===== config.mk =====
export PLATFORM = sky130hd
export DESIGN_NAME = trace_char_classify
export DESIGN_NICKNAME = d
export VERILOG_FILES = /design/src/rtl/cpu_trace_pkg.sv /design/src/rtl/trace_char_classify.sv
export SDC_FILE = /design/constraint.sdc
export NUM_CORES = 1
export LEC_CHECK = 0
export BUFFER_PORTS_ARGS = -buffer_cell sky130_fd_sc_hd__buf_2
export CAP_MARGIN = 30
export CORE_AREA = 5 5 42 44
export DETAILED_ROUTE_END_ITERATION = 8
export DIE_AREA = 0 0 47 49
export PLACE_DENSITY_LB_ADDON = 0.12
export SYNTH_ARGS = -nofsm -noshare
export SYNTH_HDL_FRONTEND = slang
export SYNTH_SLANG_ARGS = --single-unit

===== constraint.sdc =====
create_clock -name vclk -period 1.21
set_clock_uncertainty 0.2 [all_clocks]
set_input_delay 0.0605 -clock vclk [all_inputs]
set_output_delay 0.0605 -clock vclk [all_outputs]
set_load 0.005 [all_outputs]

===== src/rtl/cpu_trace_pkg.sv =====
// Package: cpu_trace_pkg
// Shared types and constants for the CPU trace-line checker.
//   state_t      : parser state encoding
//   FMT_*        : values driven on format_type
//   ERR_*        : bit positions inside err_code
//   CH_*         : ASCII characters used by the trace grammar
//   max3()       : helper for sizing the shared digit counter
package cpu_trace_pkg;

  typedef enum logic [3:0] {
    S_IDLE,
    S_CARET,
    S_TIME,
    S_AT,
    S_PC,
    S_COLON_SP,
    S_DOLLAR,
    S_REG,
    S_STAR,
    S_ADDR,
    S_PRE_LT,
    S_LT,
    S_EQ_SP,
    S_DATA,
    S_DONE
  } state_t;

  localparam logic [1:0] FMT_NONE = 2'b00;
  localparam logic [1:0] FMT_REG  = 2'b01;
  localparam logic [1:0] FMT_MEM  = 2'b10;
  localparam logic [1:0] FMT_ERR  = 2'b11;

  localparam int ERR_PC_RANGE   = 0;
  localparam int ERR_PC_ALIGN   = 1;
  localparam int ERR_REG        = 2;
  localparam int ERR_ADDR_ALIGN = 3;

  localparam logic [7:0] CH_CARET  = 8'h5E;  // '^'
  localparam logic [7:0] CH_AT     = 8'h40;  // '@'
  localparam logic [7:0] CH_COLON  = 8'h3A;  // ':'
  localparam logic [7:0] CH_SPACE  = 8'h20;  // ' '
  localparam logic [7:0] CH_DOLLAR = 8'h24;  // '$'
  localparam logic [7:0] CH_STAR   = 8'h2A;  // '*'
  localparam logic [7:0] CH_LT     = 8'h3C;  // '<'
  localparam logic [7:0] CH_EQ     = 8'h3D;  // '='
  localparam logic [7:0] CH_HASH   = 8'h23;  // '#'

  function automatic int max3(input int a, input int b, input int c);
    int m;
    m = (a > b) ? a : b;
    return (m > c) ? m : c;
  endfunction

endpackage


===== src/rtl/trace_char_classify.sv =====
// Module: trace_char_classify
// Combinational character classifier for the trace parser.
// Ports:
//   char    in  8  ASCII character
//   is_dec  out 1  char is '0'-'9'
//   is_hex  out 1  char is '0'-'9', 'a'-'f' (and 'A'-'F' when ALLOW_UPPER=1)
//   nibble  out 4  value of the digit (0 when not a digit)
module trace_char_classify
  import cpu_trace_pkg::*;
#(
  parameter bit ALLOW_UPPER = 1'b0
) (
  input  logic [7:0] char,
  output logic       is_dec,
  output logic       is_hex,
  output logic [3:0] nibble
);

  logic dec_range;
  logic lower_range;
  logic upper_ok;

  assign dec_range   = (char >= 8'h30) && (char <= 8'h39);
  assign lower_range = (char >= 8'h61) && (char <= 8'h66);

  generate
    if (ALLOW_UPPER) begin : g_upper
      assign upper_ok = (char >= 8'h41) && (char <= 8'h46);
    end else begin : g_no_upper
      assign upper_ok = 1'b0;
    end
  endgenerate

  assign is_dec = dec_range;
  assign is_hex = dec_range || lower_range || upper_ok;

  // 'a'/'A' have low nibble 1, so letters map to low nibble + 9.
  always_comb begin
    nibble = 4'h0;
    if (dec_range) begin
      nibble = char[3:0];
    end else if (lower_range || upper_ok) begin
      nibble = char[3:0] + 4'd9;
    end
  end

endmodule


==> summary.md, run 1 <==
| Metric | Value |
|---|---|
| Part of the power in combinational logic | 100.0% |
| Nets | 64 |
| Core ar. | 1400 um2 |
| Syn Inst Count | 26 |
| Initial antenna violation count | 0 |
| Worst hold path type | in -> out |
| Port Buf Inserts | 14 |
| PwrDens | 253 nW/um2 |
| Slowest-stage cell, CP | or3b_1 |
| Worst path max stage delay | 0.37 ns |
| Pre-CTS setup slack | -0.338 ns |
| Critical Path AT | 1.17 ns |
| Num ports | 14 |
| Final non-filler cell area | 480 um2 |
| Initial DRC Count | 0 |
| Area contributors post-synth | ha_1 24%, o21bai_4 9.1%, a21oi_4 7.9% |
| WL/cell | 10.1 um |
| Seq pwr share | 0% |
| FP Rows | 14 |
| Leading area contributor after synthesis | ha_1 |
| Hold_buf cts | 0 |
| Synth top area share | 24.2% |
| Crit end category | output port |
| Syn_area_per_cell | 7.94 um2 |
| Average vias per placed instance | 4.17 |
| Ys Warns | 0 |
| Violated checks | negative setup slack |
| Fraction of layout cells with a size suffix above 1 | 72.0% |
| Clk_buf instances | 0 |
| Antenna Cells | 0 |
| Period utilisation layout | 118% |
| Cells after DPL | 64 |
| Min Tclk post-route | 1.43 ns |
| Die height | 49 um |
| Final Hold Fails | 0 |
| Crit path kind | in -> out |
| Via count | 275 |
| Outcome | finished with violations |
| Max Slew Vio Count | 0 |
| Yosys cell types | 17 |
| Die width | 47 um |
| All-layer global routing usage | 5.76% |
| Sequential fraction of the synthesis area | 0% |
| Placement Cell Area | 399 um2 |
| Post-Route WL | 666 um |
| Sequential Area | 0 um2 |
| Max_slew headroom | 89.0% |
| Initial Util | 14.7% |
| Drt drc | 0 |
| Largest net degree at the start of global routing | 6 |
| RSZ-0062 raised after global routing | true |
| Internal power | 0.0000670 W |
| Switching Power | 0.0000546 W |
| # fillers | 156 |
| Grt total ovfl | 0 |
| Fmax | 699 MHz |
| Sw frac | 44.9% |
| Seq Cell Count | 0 |
| WP data required | 0.95 ns |
| Non-filler cells, final | 66 |
| Lkg Pwr | 0.235 nW |
| Setup crit start kind | input pin |
| Setup ws final | -0.221 ns |
| Crit Path Max Fanout | 4 |
| DRT Pass-1 Iters | 1 |
| Peak VDD IR | 0.101 mV |
| Hold WS | 0.300 ns |
| Post-Syn Area | 206 um2 |
| Placer Congestion | 0.746 |
| Clock share of power | 0% |
| Tightest Pin Transition | 0.164 ns |
| Max Cap Viol | 0 |
| Setup violations, final | 5 |
| Post-Syn Nets | 38 |
| Die Area | 2300 um2 |
| First-pass GRT wire length | 1070 um |
| Vias in the first global route | 257 |
| Placed wire-length estimate | 547 um |
| Crit-path cells | buf_8, inv_12, ha_4, o21bai_4, a21oi_4, or3b_1, a21oi_2, buf_2 |
| P&R area growth vs syn | 133% |
| Post-route ant nets | 0 |
| Total Power Consumption | 0.000122 W |
[area by class of cell]
cell class | instances | area, um2 | share of cell area (%)
Tap cell | 16 | 20.0 | 4.17
Multi-Input combinational cell | 23 | 267 | 55.5
Inverter | 3 | 28.8 | 5.99
Timing Repair Buffer | 24 | 165 | 34.4
[path summary, 6_finish.rpt]
kind	slack, ns	cells after the start	to	start
min	0.30	4	nibble[3]	char[3]
max	-0.22	8	nibble[2]	char[1]
[logic make-up (layout without fill, tap and decap cells)]
family          Yosys count  count (layout)  share of synthesized area, %
compound gates            8               8                          36.4
fa+ha+maj                 4               4                          24.2
simple gates             10              10                          29.1
mux                       1               1                          4.85
buf+inv                   3              27                          5.45
[through the flow]
stage / TNS [ns] / util (%)
floorplan: -0.0176 / -
global placement: -1.36 / 28.5
detailed placement: -1.31 / 28.5
CTS: -0.650 / 33.4
global route: -0.922 / 34.3
finish: -0.662 / 34.3
[cells in the final DEF, fill, tap and decap left out]
| cell type | count |
|---|---|
| mux2i_1 | 1 |
| a21oi_1 | 1 |
| buf_8 | 1 |
| inv_12 | 1 |
| buf_6 | 2 |
| o21bai_4 | 1 |
| nand3_1 | 1 |
| a21boi_4 | 1 |
| nand2_1 | 1 |
| nor2_4 | 1 |
| nor2_1 | 3 |
| and2_1 | 1 |
| or3b_1 | 1 |
| nand4bb_4 | 1 |
| a21oi_2 | 1 |
| inv_6 | 1 |
| and4b_1 | 1 |
| ha_4 | 2 |
| ha_1 | 2 |
| buf_2 | 12 |
| buf_4 | 9 |
| a21oi_4 | 2 |
| a31o_2 | 1 |
| inv_1 | 1 |
| o21ai_0 | 1 |
[timing repair]
item | in CTS | in global routing
buffers inserted | 1 | 1
endpoints found under the setup margin | 5 | 5
resized for setup | 13 | 1
pin swaps | 4 | 4
[critical path: cells and delay by family]
kind | cells | cell delay, ns
buffers and inverters | 3 | 0.25
adders and majority gates | 1 | 0.15
AOI/OAI and AO/OA | 3 | 0.34
and+or+nand+nor | 1 | 0.37
[synth_stat cells]
cell / n
a21boi_0: 1
a21oi_1: 2
a21oi_2: 1
a21oi_4: 1
a31o_2: 1
and2_1: 1
and4b_1: 1
ha_1: 4
inv_1: 3
mux2i_1: 1
nand2_1: 1
nand3_1: 1
nand4bb_1: 1
nor2_1: 4
o21ai_0: 1
o21bai_4: 1
or3b_1: 1
[routing by layer]
metal | track usage (%) | vias to the layer above | wire length (um)
li1 | - | 141 | -
met1 | 6.54 | 125 | 259
met2 | 11.8 | 9 | 341
met3 | 0 | 0 | 65
met4 | 0 | 0 | 0
met5 | 0 | - | 0
[power by group through the flow]
stage                      logic, W  clock network [W]  registers, W
final                      0.000122                  0             0
after CTS                  0.000119                  0             0
after global placement    0.0000961                  0             0
after global routing       0.000132                  0             0
after detailed placement  0.0000959                  0             0
after floorplan           0.0000437                  0             0
Note: power is estimated with default switching activity, not from simulation.
==> inputs of run 2 (changes only) <==
--- a/config.mk
+++ b/config.mk
@@ -5,11 +5,11 @@
 export SDC_FILE = /design/constraint.sdc
 export NUM_CORES = 1
 export LEC_CHECK = 0
-export BUFFER_PORTS_ARGS = -buffer_cell sky130_fd_sc_hd__buf_2
 export CAP_MARGIN = 30
 export CORE_AREA = 5 5 42 44
 export DETAILED_ROUTE_END_ITERATION = 8
 export DIE_AREA = 0 0 47 49
+export DONT_BUFFER_PORTS = 1
 export PLACE_DENSITY_LB_ADDON = 0.12
 export SYNTH_ARGS = -nofsm -noshare
 export SYNTH_HDL_FRONTEND = slang
==> run 2 against run 1 <==
  * The run still ends with negative setup slack left
  * Sequential cell count unchanged
  * Die area is the same
  * Wire length down 12%
  * Critical path depth fell by 1
  * Total power down 52%
  * Worst setup slack better by 0.21 ns
  * Cell area decreased by 36%
  * Clock-buffer cell count unchanged
  * Hold slack got worse by 0.26 ns
  * Critical path type unchanged
  * Largest cell class unchanged
  * Largest power group unchanged
==> summary.md, run 2 (synthesized netlist as in run 1, its figures left out) <==
| Metric | Value |
|---|---|
| Outcome | finished with violations |
| Violated checks | negative setup slack |
| CP delay by family, top | compound AO/OA/AOI/OAI gates |
| Worst Path Buf+Inv | 2 (-1) |
| Pre-CTS setup slack | -0.0383 ns (+0.299 ns) |
| Slowest-stage cell, CP | a31o_2 |
| Hold_buf cts | 0 (unchanged) |
| Total Power Consumption | 0.0000588 W (-52%) |
| Crit Path Max Fanout | 4 (unchanged) |
| Final Util | 21.9% (-12 points) |
| Grt total ovfl | 0 (unchanged) |
| Met1 Use GR | 6.74% (+0.20 points) |
| Post-route ant nets | 0 (unchanged) |
| Largest net degree at the start of global routing | 6 (unchanged) |
| Antenna Cells | 0 (unchanged) |
| Crit path kind | in -> out |
| Initial DRC Count | 0 (unchanged) |
| Met2 GRT Util | 8.14% (-3.6 points) |
| Nets | 45 (-30%) |
| Post_cts resized | 0 (-13) |
| Setup violations, final | 2 (-3) |
| Most common cell after layout, fill and taps aside | buf_4 |
| WP data required | 0.95 ns (about the same) |
| Multi-input gate area | 220 um2 (-17%) |
| P&R area growth vs syn | 48.5% |
| Grt peak-use layer | met2 |
| Max Cap Viol | 0 (unchanged) |
| Clk_buf instances | 0 (unchanged) |
| Die width | 47 um (unchanged) |
| Port Buf Inserts | 0 (-14) |
| Vias in the first global route | 207 (-19%) |
| Non-filler cells, final | 47 (-29%) |
| Worst path max stage delay | 0.22 ns (-0.15 ns) |
| Max_slew headroom | 75.6% (-13 points) |
| Post-Route WL | 586 um (-12%) |
| Lkg Pwr | 0.124 nW (-47%) |
| Initial antenna violation count | 0 (unchanged) |
| GR Util met3 | 1.48% (+1.5 points) |
| Seq Cell Count | 0 (unchanged) |
| DRT Pass-1 Iters | 1 (unchanged) |
| Placed wire-length estimate | 526 um (-3.8%) |
| Crit-path cells | inv_12, ha_4, o21bai_4, a21oi_4, buf_4, and2_1, a31o_2 |
| Final Hold Fails | 0 (unchanged) |
| Core ar. | 1400 um2 (unchanged) |
| Cells after DPL | 47 (-27%) |
| First-pass GRT wire length | 938 um (-12%) |
| Worst hold path type | in -> out |
| Placer Congestion | 0.672 (-9.8%) |
| Num ports | 14 (unchanged) |
| All-layer global routing usage | 4.98% (-0.78 points) |
| WL/cell | 12.5 um (+24%) |
| Most frequent cells in the layout | 5 x buf_4, 4 x nor2_1, 2 x a21oi_1, 2 x ha_1, 2 x ha_4 |
| Fmax | 816 MHz (+17%) |
| RSZ-0062 raised after global routing | true |
| Drt drc | 0 (unchanged) |
| PwrDens | 192 nW/um2 (-24%) |
| Min Tclk post-route | 1.23 ns (-0.205 ns) |
| Tightest Pin Transition | 0.366 ns (+0.202 ns) |
| Sequential Area | 0 um2 (unchanged) |
| Period utilisation layout | 101% (-17 points) |
| Setup crit start kind | input pin |
| # fillers | 164 (+5.1%) |
| Max Slew Vio Count | 0 (unchanged) |
| Setup ws final | -0.0156 ns (+0.205 ns) |
| Via count | 200 (-27%) |
| Crit end category | output port |
| TNS Setup | -0.0308 ns (+0.632 ns) |
| Die Area | 2300 um2 (unchanged) |
| Die height | 49 um (unchanged) |
| Peak VDD IR | 0.0609 mV (-40%) |
| Average vias per placed instance | 4.26 (+2.1%) |
| Initial Util | 14.7% (unchanged) |
| Fraction of layout cells with a size suffix above 1 | 41.9% (-30 points) |
| Critical Path AT | 0.97 ns (-0.20 ns) |
| FP Rows | 14 (unchanged) |
[run 2: worst paths after layout]
check	slack, ns	start	endpoint	cells after the start
max	-0.02	char[1]	nibble[0]	7
min	0.04	char[2]	nibble[2]	2
[run 2: metrics by stage]
stage	area, um2	hold slack, ns
after CTS	307	0.0362
after global routing	307	0.0446
after global placement	307	0.0367
after detailed placement	307	0.0449
final	307	0.0422
after floorplan	249	-0.0298
[run 2: cell type report]
type	instances	area share [%]
inverters	3	9.39
multi-input cells	23	71.8
well taps	16	6.53
repair buffers	5	12.2
[run 2: routing by layer]
metal	share of wire, %	vias up
met1	43	87
li1	-	104
met2	43	9
met5	0	-
met4	0	0
met3	14	0
[run 2: repair_timing]
action / 4_1_cts / 5_1_grt
endpoints found under the setup margin: 2 / 4
hold endpoints to repair: 0 / 0
setup buffers: 0 / 0
pin swaps: 2 / 2
[run 2: where the power goes]
group	internal [W]	switching (W)	leakage, nW
combinational	0.0000332	0.0000255	0.124
clock	0	0	0
sequential	0	0	0
total	0.0000332	0.0000255	0.124
==> inputs of run 3 (changes only) <==
--- a/config.mk
+++ b/config.mk
@@ -5,6 +5,7 @@
 export SDC_FILE = /design/constraint.sdc
 export NUM_CORES = 1
 export LEC_CHECK = 0
+export ABC_AREA = 1
 export CAP_MARGIN = 30
 export CORE_AREA = 5 5 42 44
 export DETAILED_ROUTE_END_ITERATION = 8
==> run 3 against run 2 <==
  * The run now ends clean
  * Utilization shrank 4.6 points
  * Sequential cell count did not move
  * Wire length grew 2.2%
  * Cell area decreased by 21%
  * Sequential share of layout area stayed put
  * Die area unchanged
  * Worst setup slack improved by 0.18 ns
  * Via count increased by 17%
  * Fmax grew 17%
  * Cell count rose by 17%
  * Synthesized area rose by 7.9%
  * Critical endpoint is now nibble[3]
==> summary.md, run 3 <==
| Metric | Value |
|---|---|
| # fillers | 169 (+3.0%) |
| Crit end category | output port |
| Fraction of the mapped netlist area in compound gates | 2.25% (-34 points) |
| Hold endpoint | nibble[2] |
| Initial DRC Count | 1 (+1) |
| Top cell types by occurrence after synthesis | 11 x nand2_1, 6 x inv_1, 4 x ha_1, 3 x nand4_1, 3 x nor2_1 |
| Most common cell after layout, fill and taps aside | nand2_1 |
| Synth top area share | 22.5% (-1.8 points) |
| PwrDens | 160 nW/um2 (-17%) |
| Post-Synth Simple-Gate Area | 61.8% (+33 points) |
| Cells after DPL | 55 (+17%) |
| Post_cts resized | 0 (unchanged) |
| Setup violations, final | 0 (-2) |
| Nets | 53 (+18%) |
| DRT Pass-1 Iters | 2 (+1) |
| Num ports | 14 (unchanged) |
| Vias in the first global route | 226 (+9.2%) |
| Max Slew Vio Count | 0 (unchanged) |
| Mux contribution to synthesized area | 0% (-4.8 points) |
| All-layer global routing usage | 4.77% (-0.21 points) |
| Min Tclk post-route | 1.04 ns (-0.181 ns) |
| Hold Crit Start | char[2] |
| Final Hold Fails | 0 (unchanged) |
| Hold path cells | 2 (unchanged) |
| RSZ-0062 raised after global routing | false |
| Total Power Consumption | 0.0000388 W (-34%) |
| Crit. Startpoint | char[0] |
| Pre-CTS setup slack | 0.161 ns (+0.199 ns) |
| Post-route ant nets | 0 (unchanged) |
| First-pass GRT wire length | 903 um (-3.7%) |
| Seq Cell Count | 0 (unchanged) |
| Core ar. | 1400 um2 (unchanged) |
| Post-Syn Nets | 51 (+34%) |
| Syn_area_per_cell | 5.71 um2 (-28%) |
| Placer Congestion | 0.690 (+2.6%) |
| Synth Area in XOR/XNOR | 0% (unchanged) |
| Area contributors post-synth | ha_1 22%, nand2_1 19%, inv_1 10% |
| Syn Inst Count | 39 (+50%) |
| Max_slew headroom | 87.8% (+12 points) |
| Initial Util | 15.9% (+1.2 points) |
| Leading area contributor after synthesis | ha_1 |
| Main combinational cell family by area after synthesis | simple AND/OR/NAND/NOR gates |
| Tightest Pin Transition | 0.183 ns (-0.184 ns) |
| Period utilisation layout | 86.3% (-15 points) |
| Average vias per placed instance | 4.25 (about the same) |
| Clk_buf instances | 0 (unchanged) |
| Die height | 49 um (unchanged) |
| TNS Setup | 0 ns (+0.0308 ns) |
| Grt total ovfl | 0 (unchanged) |
| Yosys cell types | 13 (-4) |
| Post-Route WL | 599 um (+2.2%) |
| Antenna Cells | 0 (unchanged) |
| Initial antenna violation count | 0 (unchanged) |
| WL/cell | 10.9 um (-13%) |
| Die width | 47 um (unchanged) |
| Post-Syn Area | 223 um2 (+7.9%) |
| FP Rows | 14 (unchanged) |
| Peak VDD IR | 0.0284 mV (-53%) |
| Largest net degree at the start of global routing | 7 (+1) |
| Cell with the most instances after synthesis | nand2_1 |
| Max Cap Viol | 0 (unchanged) |
| Synth Area in Adders | 22.5% (-1.8 points) |
| Worst hold path type | in -> out |
| Critical Path AT | 0.78 ns (-0.19 ns) |
| Post-CTS setup buffer count | 0 (unchanged) |
| Hold WS | 0.0244 ns (-0.0178 ns) |
| Fraction of layout cells with a size suffix above 1 | 20.5% (-21 points) |
| Via count | 234 (+17%) |
| Non-filler cells, final | 55 (+17%) |
| Setup crit start kind | input pin |
| Lkg Pwr | 0.139 nW (+12%) |
| Sequential fraction of the synthesis area | 0% (unchanged) |
| Die Area | 2300 um2 (unchanged) |
| WP data required | 0.95 ns (about the same) |
| Crit path kind | in -> out |
| Crit Path Max Fanout | 5 (+1) |
| Setup ws final | 0.165 ns (+0.181 ns) |
| Hold_buf cts | 0 (unchanged) |
| Ys Warns | 0 (unchanged) |
| Drt drc | 0 (unchanged) |
| Sequential Area | 0 um2 (unchanged) |
| Outcome | complete, no violations |
| Port Buf Inserts | 0 (unchanged) |
| Multi-input gate area | 193 um2 (-12%) |
| Most frequent cells in the layout | 11 x nand2_1, 6 x inv_1, 4 x ha_1 |
| Fmax | 957 MHz (+17%) |
| Placed wire-length estimate | 539 um (+2.4%) |
| P&R area growth vs syn | 8.99% |
[run 3: cell count changes after synthesis, moves of 2 or more]
cell / delta
nand3_2: +2
nand2_2: +2
nand2_1: +10
a21oi_1: -2
inv_1: +3
inv_2: +2
nand4_1: +3
[run 3: how the worst max path moves through the flow]
stage                     end  slack (ns)  depth (start not counted)
floorplan           nibble[3]        0.26                          7
global placement    nibble[3]        0.17                          7
detailed placement  nibble[3]        0.16                          7
CTS                 nibble[3]        0.16                          7
global route        nibble[3]        0.06                          7
finish              nibble[3]        0.17                          7
[run 3: cells by family (layout without fill, tap and decap cells)]
group,count (synthesis),after routing
AND/OR/NAND/NOR,26,26
buffers and inverters,8,8
adder cells (fa/ha/maj),4,4
AO/OA/AOI/OAI,1,1
[run 3: critical path, cell delays in order]
cell and delay (ns):
inv_1 0.08, ha_1 0.17, inv_1 0.04, nor2_1 0.10, nand3_2 0.12, nand3_1 0.13, o21ai_1 0.09
[run 3: final cells by class]
type | count | area share (%)
Inverter | 8 | 12.4
Multi-Input combinational cell | 31 | 79.4
Tap cell | 16 | 8.25
[run 3: layer usage]
metal,share of wire [%],routed length [um],vias to the layer above,track usage [%]
li1,-,-,122,-
met1,45,270,101,6.74
met2,39,236,11,7.69
met3,15,92,0,1.11
met4,0,0,0,0
met5,0,0,-,0
[run 3: through the flow]
step	util (%)	cell area, um2
2_1_floorplan	-	223
3_3_place_gp	17.3	243
3_5_place_dp	17.3	243
4_1_cts	17.3	243
5_1_grt	17.3	243
6_report	17.3	243
[run 3: where the power goes]
group | switching (W) | internal, W
registers | 0 | 0
clock network | 0 | 0
logic | 0.0000245 | 0.0000142
total | 0.0000245 | 0.0000142
